--- src/rtl/vc_buffer.sv ---
// vc_buffer: single-clock multi-virtual-channel input buffer for a NoC router port.
//
// The block holds n_vc independent circular FIFOs, each 2**addr_len words deep,
// in one shared storage array addressed {vc, ptr}. In each cycle it accepts at
// most one write and one read, and each can target any channel. Read data is
// registered, so the read latency is one cycle.
//
// Ports:
//   clk          in  1          single clock, rising edge
//   rst          in  1          synchronous reset, active-low
//   load         in  1          write request
//   load_vc      in  vc_w       write target channel
//   data_in      in  bit_width  write data
//   consume      in  1          read request
//   consume_vc   in  vc_w       read source channel
//   data_out     out bit_width  registered read data
//   valid_out    out 1          data_out holds a word popped at the last edge
//   out_vc       out vc_w       channel of data_out
//   empty        out n_vc       per-channel count == 0
//   full         out n_vc       per-channel count == depth
//   almost_full  out n_vc       per-channel count >= af_level
//   ovf_err      out 1          sticky, set by a rejected load
//   udf_err      out 1          sticky, set by a rejected consume
module vc_buffer #(
    parameter int bit_width = 16,
    parameter int addr_len  = 3,
    parameter int n_vc      = 4,
    parameter int vc_w      = 2,
    parameter int af_level  = 6
) (
    input  logic                 clk,
    input  logic                 rst,
    input  logic                 load,
    input  logic [vc_w-1:0]      load_vc,
    input  logic [bit_width-1:0] data_in,
    input  logic                 consume,
    input  logic [vc_w-1:0]      consume_vc,
    output logic [bit_width-1:0] data_out,
    output logic                 valid_out,
    output logic [vc_w-1:0]      out_vc,
    output logic [n_vc-1:0]      empty,
    output logic [n_vc-1:0]      full,
    output logic [n_vc-1:0]      almost_full,
    output logic                 ovf_err,
    output logic                 udf_err
);

    localparam int depth = 2 ** addr_len;
    localparam logic [vc_w:0]     nvc_lim   = (vc_w + 1)'(n_vc);
    localparam logic [addr_len:0] depth_lim = (addr_len + 1)'(depth);
    localparam logic [addr_len:0] af_lim    = (addr_len + 1)'(af_level);

    logic [addr_len-1:0]  wr_ptr [n_vc];
    logic [addr_len-1:0]  rd_ptr [n_vc];
    logic [addr_len:0]    count  [n_vc];
    logic [bit_width-1:0] mem    [n_vc*depth];

    logic                     load_in_range;
    logic                     consume_in_range;
    logic                     wr_ok;
    logic                     rd_ok;
    logic [vc_w+addr_len-1:0] wr_addr;
    logic [vc_w+addr_len-1:0] rd_addr;
    logic [n_vc-1:0]          wr_hit;
    logic [n_vc-1:0]          rd_hit;

    // Flags are decoded only from the registered counts, so no input reaches
    // an output combinationally.
    always_comb begin
        for (int v = 0; v < n_vc; v++) begin
            empty[v]       = (count[v] == '0);
            full[v]        = (count[v] == depth_lim);
            almost_full[v] = (count[v] >= af_lim);
        end
    end

    // Out-of-range channel indices are checked before any per-channel array
    // is consulted, so they are rejected cleanly.
    always_comb begin
        load_in_range    = ({1'b0, load_vc} < nvc_lim);
        consume_in_range = ({1'b0, consume_vc} < nvc_lim);
        wr_ok   = 1'b0;
        rd_ok   = 1'b0;
        wr_addr = '0;
        rd_addr = '0;
        if (load && load_in_range) begin
            wr_ok   = !full[load_vc];
            wr_addr = {load_vc, wr_ptr[load_vc]};
        end
        if (consume && consume_in_range) begin
            rd_ok   = !empty[consume_vc];
            rd_addr = {consume_vc, rd_ptr[consume_vc]};
        end
        for (int v = 0; v < n_vc; v++) begin
            wr_hit[v] = wr_ok && (load_vc == vc_w'(v));
            rd_hit[v] = rd_ok && (consume_vc == vc_w'(v));
        end
    end

    // Storage is deliberately not reset. A reset discards the stored words
    // because the pointers and counts are cleared.
    always_ff @(posedge clk) begin
        if (rst && wr_ok) begin
            mem[wr_addr] <= data_in;
        end
    end

    always_ff @(posedge clk) begin
        if (!rst) begin
            for (int v = 0; v < n_vc; v++) begin
                wr_ptr[v] <= '0;
                rd_ptr[v] <= '0;
                count[v]  <= '0;
            end
            data_out  <= '0;
            valid_out <= 1'b0;
            out_vc    <= '0;
            ovf_err   <= 1'b0;
            udf_err   <= 1'b0;
        end else begin
            if (wr_ok) begin
                wr_ptr[load_vc] <= wr_ptr[load_vc] + 1'b1;
            end
            if (rd_ok) begin
                data_out           <= mem[rd_addr];
                out_vc             <= consume_vc;
                valid_out          <= 1'b1;
                rd_ptr[consume_vc] <= rd_ptr[consume_vc] + 1'b1;
            end else begin
                valid_out <= 1'b0;
            end
            if (load && !wr_ok) begin
                ovf_err <= 1'b1;
            end
            if (consume && !rd_ok) begin
                udf_err <= 1'b1;
            end
            // A write and a read on the same channel cancel out in the count.
            for (int v = 0; v < n_vc; v++) begin
                if (wr_hit[v] && !rd_hit[v]) begin
                    count[v] <= count[v] + 1'b1;
                end else if (rd_hit[v] && !wr_hit[v]) begin
                    count[v] <= count[v] - 1'b1;
                end
            end
        end
    end

endmodule

--- config.mk ---
export PLATFORM = sky130hd
export DESIGN_NAME = vc_buffer
export DESIGN_NICKNAME = d
export VERILOG_FILES = /design/src/rtl/vc_buffer.sv
export SDC_FILE = /design/constraint.sdc
export NUM_CORES = 1
export LEC_CHECK = 0
export BUFFER_PORTS_ARGS = -buffer_cell sky130_fd_sc_hd__buf_2
export CELL_PAD_IN_SITES_DETAIL_PLACEMENT = 1
export CELL_PAD_IN_SITES_GLOBAL_PLACEMENT = 2
export CORE_ASPECT_RATIO = 2
export CORE_UTILIZATION = 47
export DETAILED_ROUTE_END_ITERATION = 16
export HOLD_SLACK_MARGIN = 0.02
export PLACE_DENSITY_LB_ADDON = 0.1
export SLEW_MARGIN = 20
export SYNTH_ARGS = -nofsm -noshare
export SYNTH_HDL_FRONTEND = slang
export SYNTH_SLANG_ARGS = --single-unit
--- constraint.sdc ---
create_clock -name clk -period 3.7 [get_ports clk]
set_input_delay 0.74 -clock clk [delete_from_list [all_inputs] [get_ports clk]]
set_output_delay 0.74 -clock clk [all_outputs]
set_load 0.005 [all_outputs]
==> results by group <==
Pwr
  – Pwr dens: ~520 nW/um^2
  – LEAKAGE: 9.61 nW
  – Peak supply drop: 0.411 mV

Routing
  – Wire per inst: 29.9 um
  – Drc violations: 0
  – Met1 WL: 24400 um
  – Routed WL: between 60000 and 70000 um
  – Metal2 WL: around 38000 um
  – Met3 WL: approximately 2300 um
  – Via density: about 6
  – DR top layer: met4
  – DRT iter0 DRCs: between 700 and 800
  – Antenna viol nets, final: 0
  – Pre-Repair DR Iteration Count: 5
  – Via count: 13700

Hold path
  – Hold WC Path Type: reg -> reg

Critical path
  – Worst Path Arrival: about 3.7 ns
  – Setup crit start kind: register
  – Crit-path slowest cell: mux4_2
  – Crit-path max cell delay: 0.51 ns
  – Crit-path cells: inv_1 -> ha_1 -> nor3b_2 -> mux4_2 -> nor2b_2 -> nand2_1 -> inv_2 -> nand3_1 -> inv_1 -> ha_1 -> a21o_1 -> a21oi_1 -> xnor2_1 -> nand4_1 -> o21ai_0
  – Crit-path max FO: 7
  – Crit Path Class: reg -> reg
  – Req. time, crit path: 4.03 ns
  – CP endpoint kind: register

Synthesis
  – Post-Syn Instances: 1477
  – Area share of the largest cell type after synthesis: roughly 70%
  – Number of enable-type register cells in the synthesized netlist: 552
  – Net Count, Synth: around 1500
  – Mapped cell area: 23400 um^2
  – Synth warnings: 0
  – Unique masters post-synth: 63
  – Synth area leaders: edfxtp_1 71%, mux2i_1 8.7%, dfxtp_1 1.8%
  – Syn Area/Cell: between 15 and 20 um^2
  – Prevailing post-synth register cell: edfxtp_1
  – Cell taking the most area after synthesis: edfxtp_1
  – Sequential fraction of the synthesis area: approximately 73%
  – FFs w/ async S/R, synth: 0%
  – Yosys reg bits: around 570

Clock tree
  – TritonCTS Sinks: between 500 and 600
  – H-tree lvl count: 2
  – Clk slew on worst S/H paths: approximately 0.07 ns
  – Worst skew pair latency: roughly 0.6 ns
  – Clk root buf: clkbuf_16
  – Clk buf depth: 3
  – CTS tree: built
  – Num CTS Buffers: 50

Floorplan
  – Num rows: ~120
  – Die Ht: approximately 320 um
  – Core box area: about 49000 um^2
  – Die area: 50600 um^2
  – IO Count: 57
  – Die Wd: roughly 160 um
  – Initial core utilization: between 40% and 50%

STA
  – Final Hold Fails: 0
  – Worst-Margin Slew: ~0.94 ns
  – Final period utilization: 92.3%
  – Final setup fails: 0
  – Slew Viols, Final: 0
  – TNS Setup: 0 ns
  – RSZ-0062 raised after global routing: no
  – Fmax: between 200 and 300 MHz
  – Layout Skew: between 0.02 and 0.025 ns
  – Final min period: approximately 3.4 ns
  – Relative slew margins: a little under two fifths

Layout
  – Finished Cell Area: roughly 27000 um^2
  – Area Growth Syn to Fin: 13.8%
  – Multi-input combinational cell area: 5690 um^2
  – Final net count: around 1700
  – Register area: between 15000 and 20000 um^2
  – Layout cells sized above 1: roughly 17%
  – Fill count: ~4600
  – Core Util, Final: 54.2%
  – Post-Layout Cell Count: approximately 2300

Placed design
  – # port buffers: 56
  – Hpwl dp: between 40000 and 50000 um
  – GP Congestion: between 0.8 and 0.9
  – Placed Cells: roughly 2200
  – Area post-placement: 25000 um^2

Global routing
  – Largest net degree at the start of global routing: 38
  – First-pass GRT wire length: between 90000 and 100000 um
  – GRT Residual Overflow: 0
  – Total GRT Usage: 27.8%
  – Initial antenna violation count: 1
  – Vias in the first global route: approximately 15000

Run status
  – Run status: finished clean

Job
  – Maximum Capacitance Violations: 0
-- metal layers --
layer	global-route usage [%]	vias up
li1	-	6052
met1	29.7	7112
met2	53.3	382
met3	2.58	141
met4	15.4	0
met5	0	-
-- state kept, by name (all words and copies together) (netlist names) --
| register | flops |
|---|---|
| count | 16 |
| data_out | 16 |
| mem | 512 |
| out_vc | 2 |
| ovf_err | 1 |
| rd_ptr | 12 |
| udf_err | 1 |
| valid_out | 1 |
| wr_ptr | 12 |
-- critical path: cells and delay by family (launching register included) --
kind,cells,cell delay [ns]
simple gates,5,0.72
fa+ha+maj,2,0.50
compound gates,3,0.47
buf+inv,3,0.37
mux,1,0.51
xor+xnor,1,0.11
flops,1,0.46
-- layout by cell type (no fill, tap or decap), drive strengths merged, types with 7 or more instances in the layout --
| cell type | synthesis | final |
|---|---|---|
| o21ai | 67 | 67 |
| a211oi | 18 | 18 |
| mux2i | 205 | 205 |
| o211ai | 16 | 16 |
| clkbuf | 38 | 67 |
| inv | 40 | 43 |
| o311ai | 15 | 15 |
| buf | 44 | 174 |
| o221a | 15 | 15 |
| dfxtp | 21 | 21 |
| nand3 | 11 | 11 |
| edfxtp | 552 | 552 |
| a221oi | 35 | 35 |
| a32oi | 15 | 15 |
| nor2 | 97 | 97 |
| nand2 | 104 | 104 |
| xor2 | 7 | 7 |
| clkinv | 0 | 14 |
| or2 | 7 | 7 |
| ha | 11 | 11 |
| nor3 | 8 | 8 |
| o22ai | 32 | 32 |
| a31oi | 16 | 16 |
| a21oi | 24 | 24 |
-- metrics by stage --
stage               hold slack, ns  worst slack [ns]  total power, mW
finish                       0.470             0.286             13.8
global route                 0.516            0.0784             14.2
CTS                          0.471             0.182             13.9
detailed placement           0.454            -0.160             8.64
global placement             0.454            -0.111             8.61
floorplan                    0.442             0.390             8.05
-- area by class of cell --
| type | count | area share (%) |
|---|---|---|
| Sequential cell | 573 | 63.9 |
| Multi-Input combinational cell | 782 | 21.4 |
| Antenna cell | 1 | 0.00941 |
| Timing Repair Buffer | 174 | 4.95 |
| Clock inverter | 23 | 1.07 |
| Clock buffer | 67 | 5.03 |
| Tap cell | 643 | 3.03 |
| Inverter | 40 | 0.584 |
-- final timing paths --
path	start	cells past startpoint	slack [ns]	end
hold / removal	udf_err	2	0.47	udf_err
hold reg to reg	udf_err	2	0.47	udf_err
setup / recovery	count[3][0]	15	0.29	count[0][3]
setup reg to reg	count[3][0]	15	0.29	count[0][3]
-- where the power goes --
group	internal, mW	switching, mW
sequential	7.18	0.0613
combinational	0.439	0.808
clock	2.97	2.35
total	10.6	3.22
-- cell usage after synthesis (16+ instances only) --
library cell / number
dfxtp_1: 21
a211oi_1: 17
o22ai_1: 32
mux2i_1: 204
o21ai_1: 17
nor2_1: 96
nand2_1: 102
o21ai_0: 50
a31oi_1: 16
o211ai_1: 16
edfxtp_1: 552
clkbuf_1: 38
inv_1: 39
a221oi_1: 35
a21oi_1: 24
-- cells by family after synthesis --
| logic type | after synthesis | share of synthesized area (%) |
|---|---|---|
| buffers and inverters | 122 | 2.92 |
| AOI/OAI and AO/OA | 272 | 8.20 |
| DFF | 573 | 72.8 |
| adders and majority gates | 14 | 0.846 |
| and+or+nand+nor | 268 | 5.15 |
| muxes | 216 | 9.67 |
| xor gates and xnor gates | 12 | 0.450 |
-- repair_timing --
action | CTS | global route
endpoints found under the setup margin | 1 | 1
buffers inserted | 0 | 0
gates resized for setup | 1 | 1
hold buffers | 0 | 0
Power figures use the tool's default switching activity.
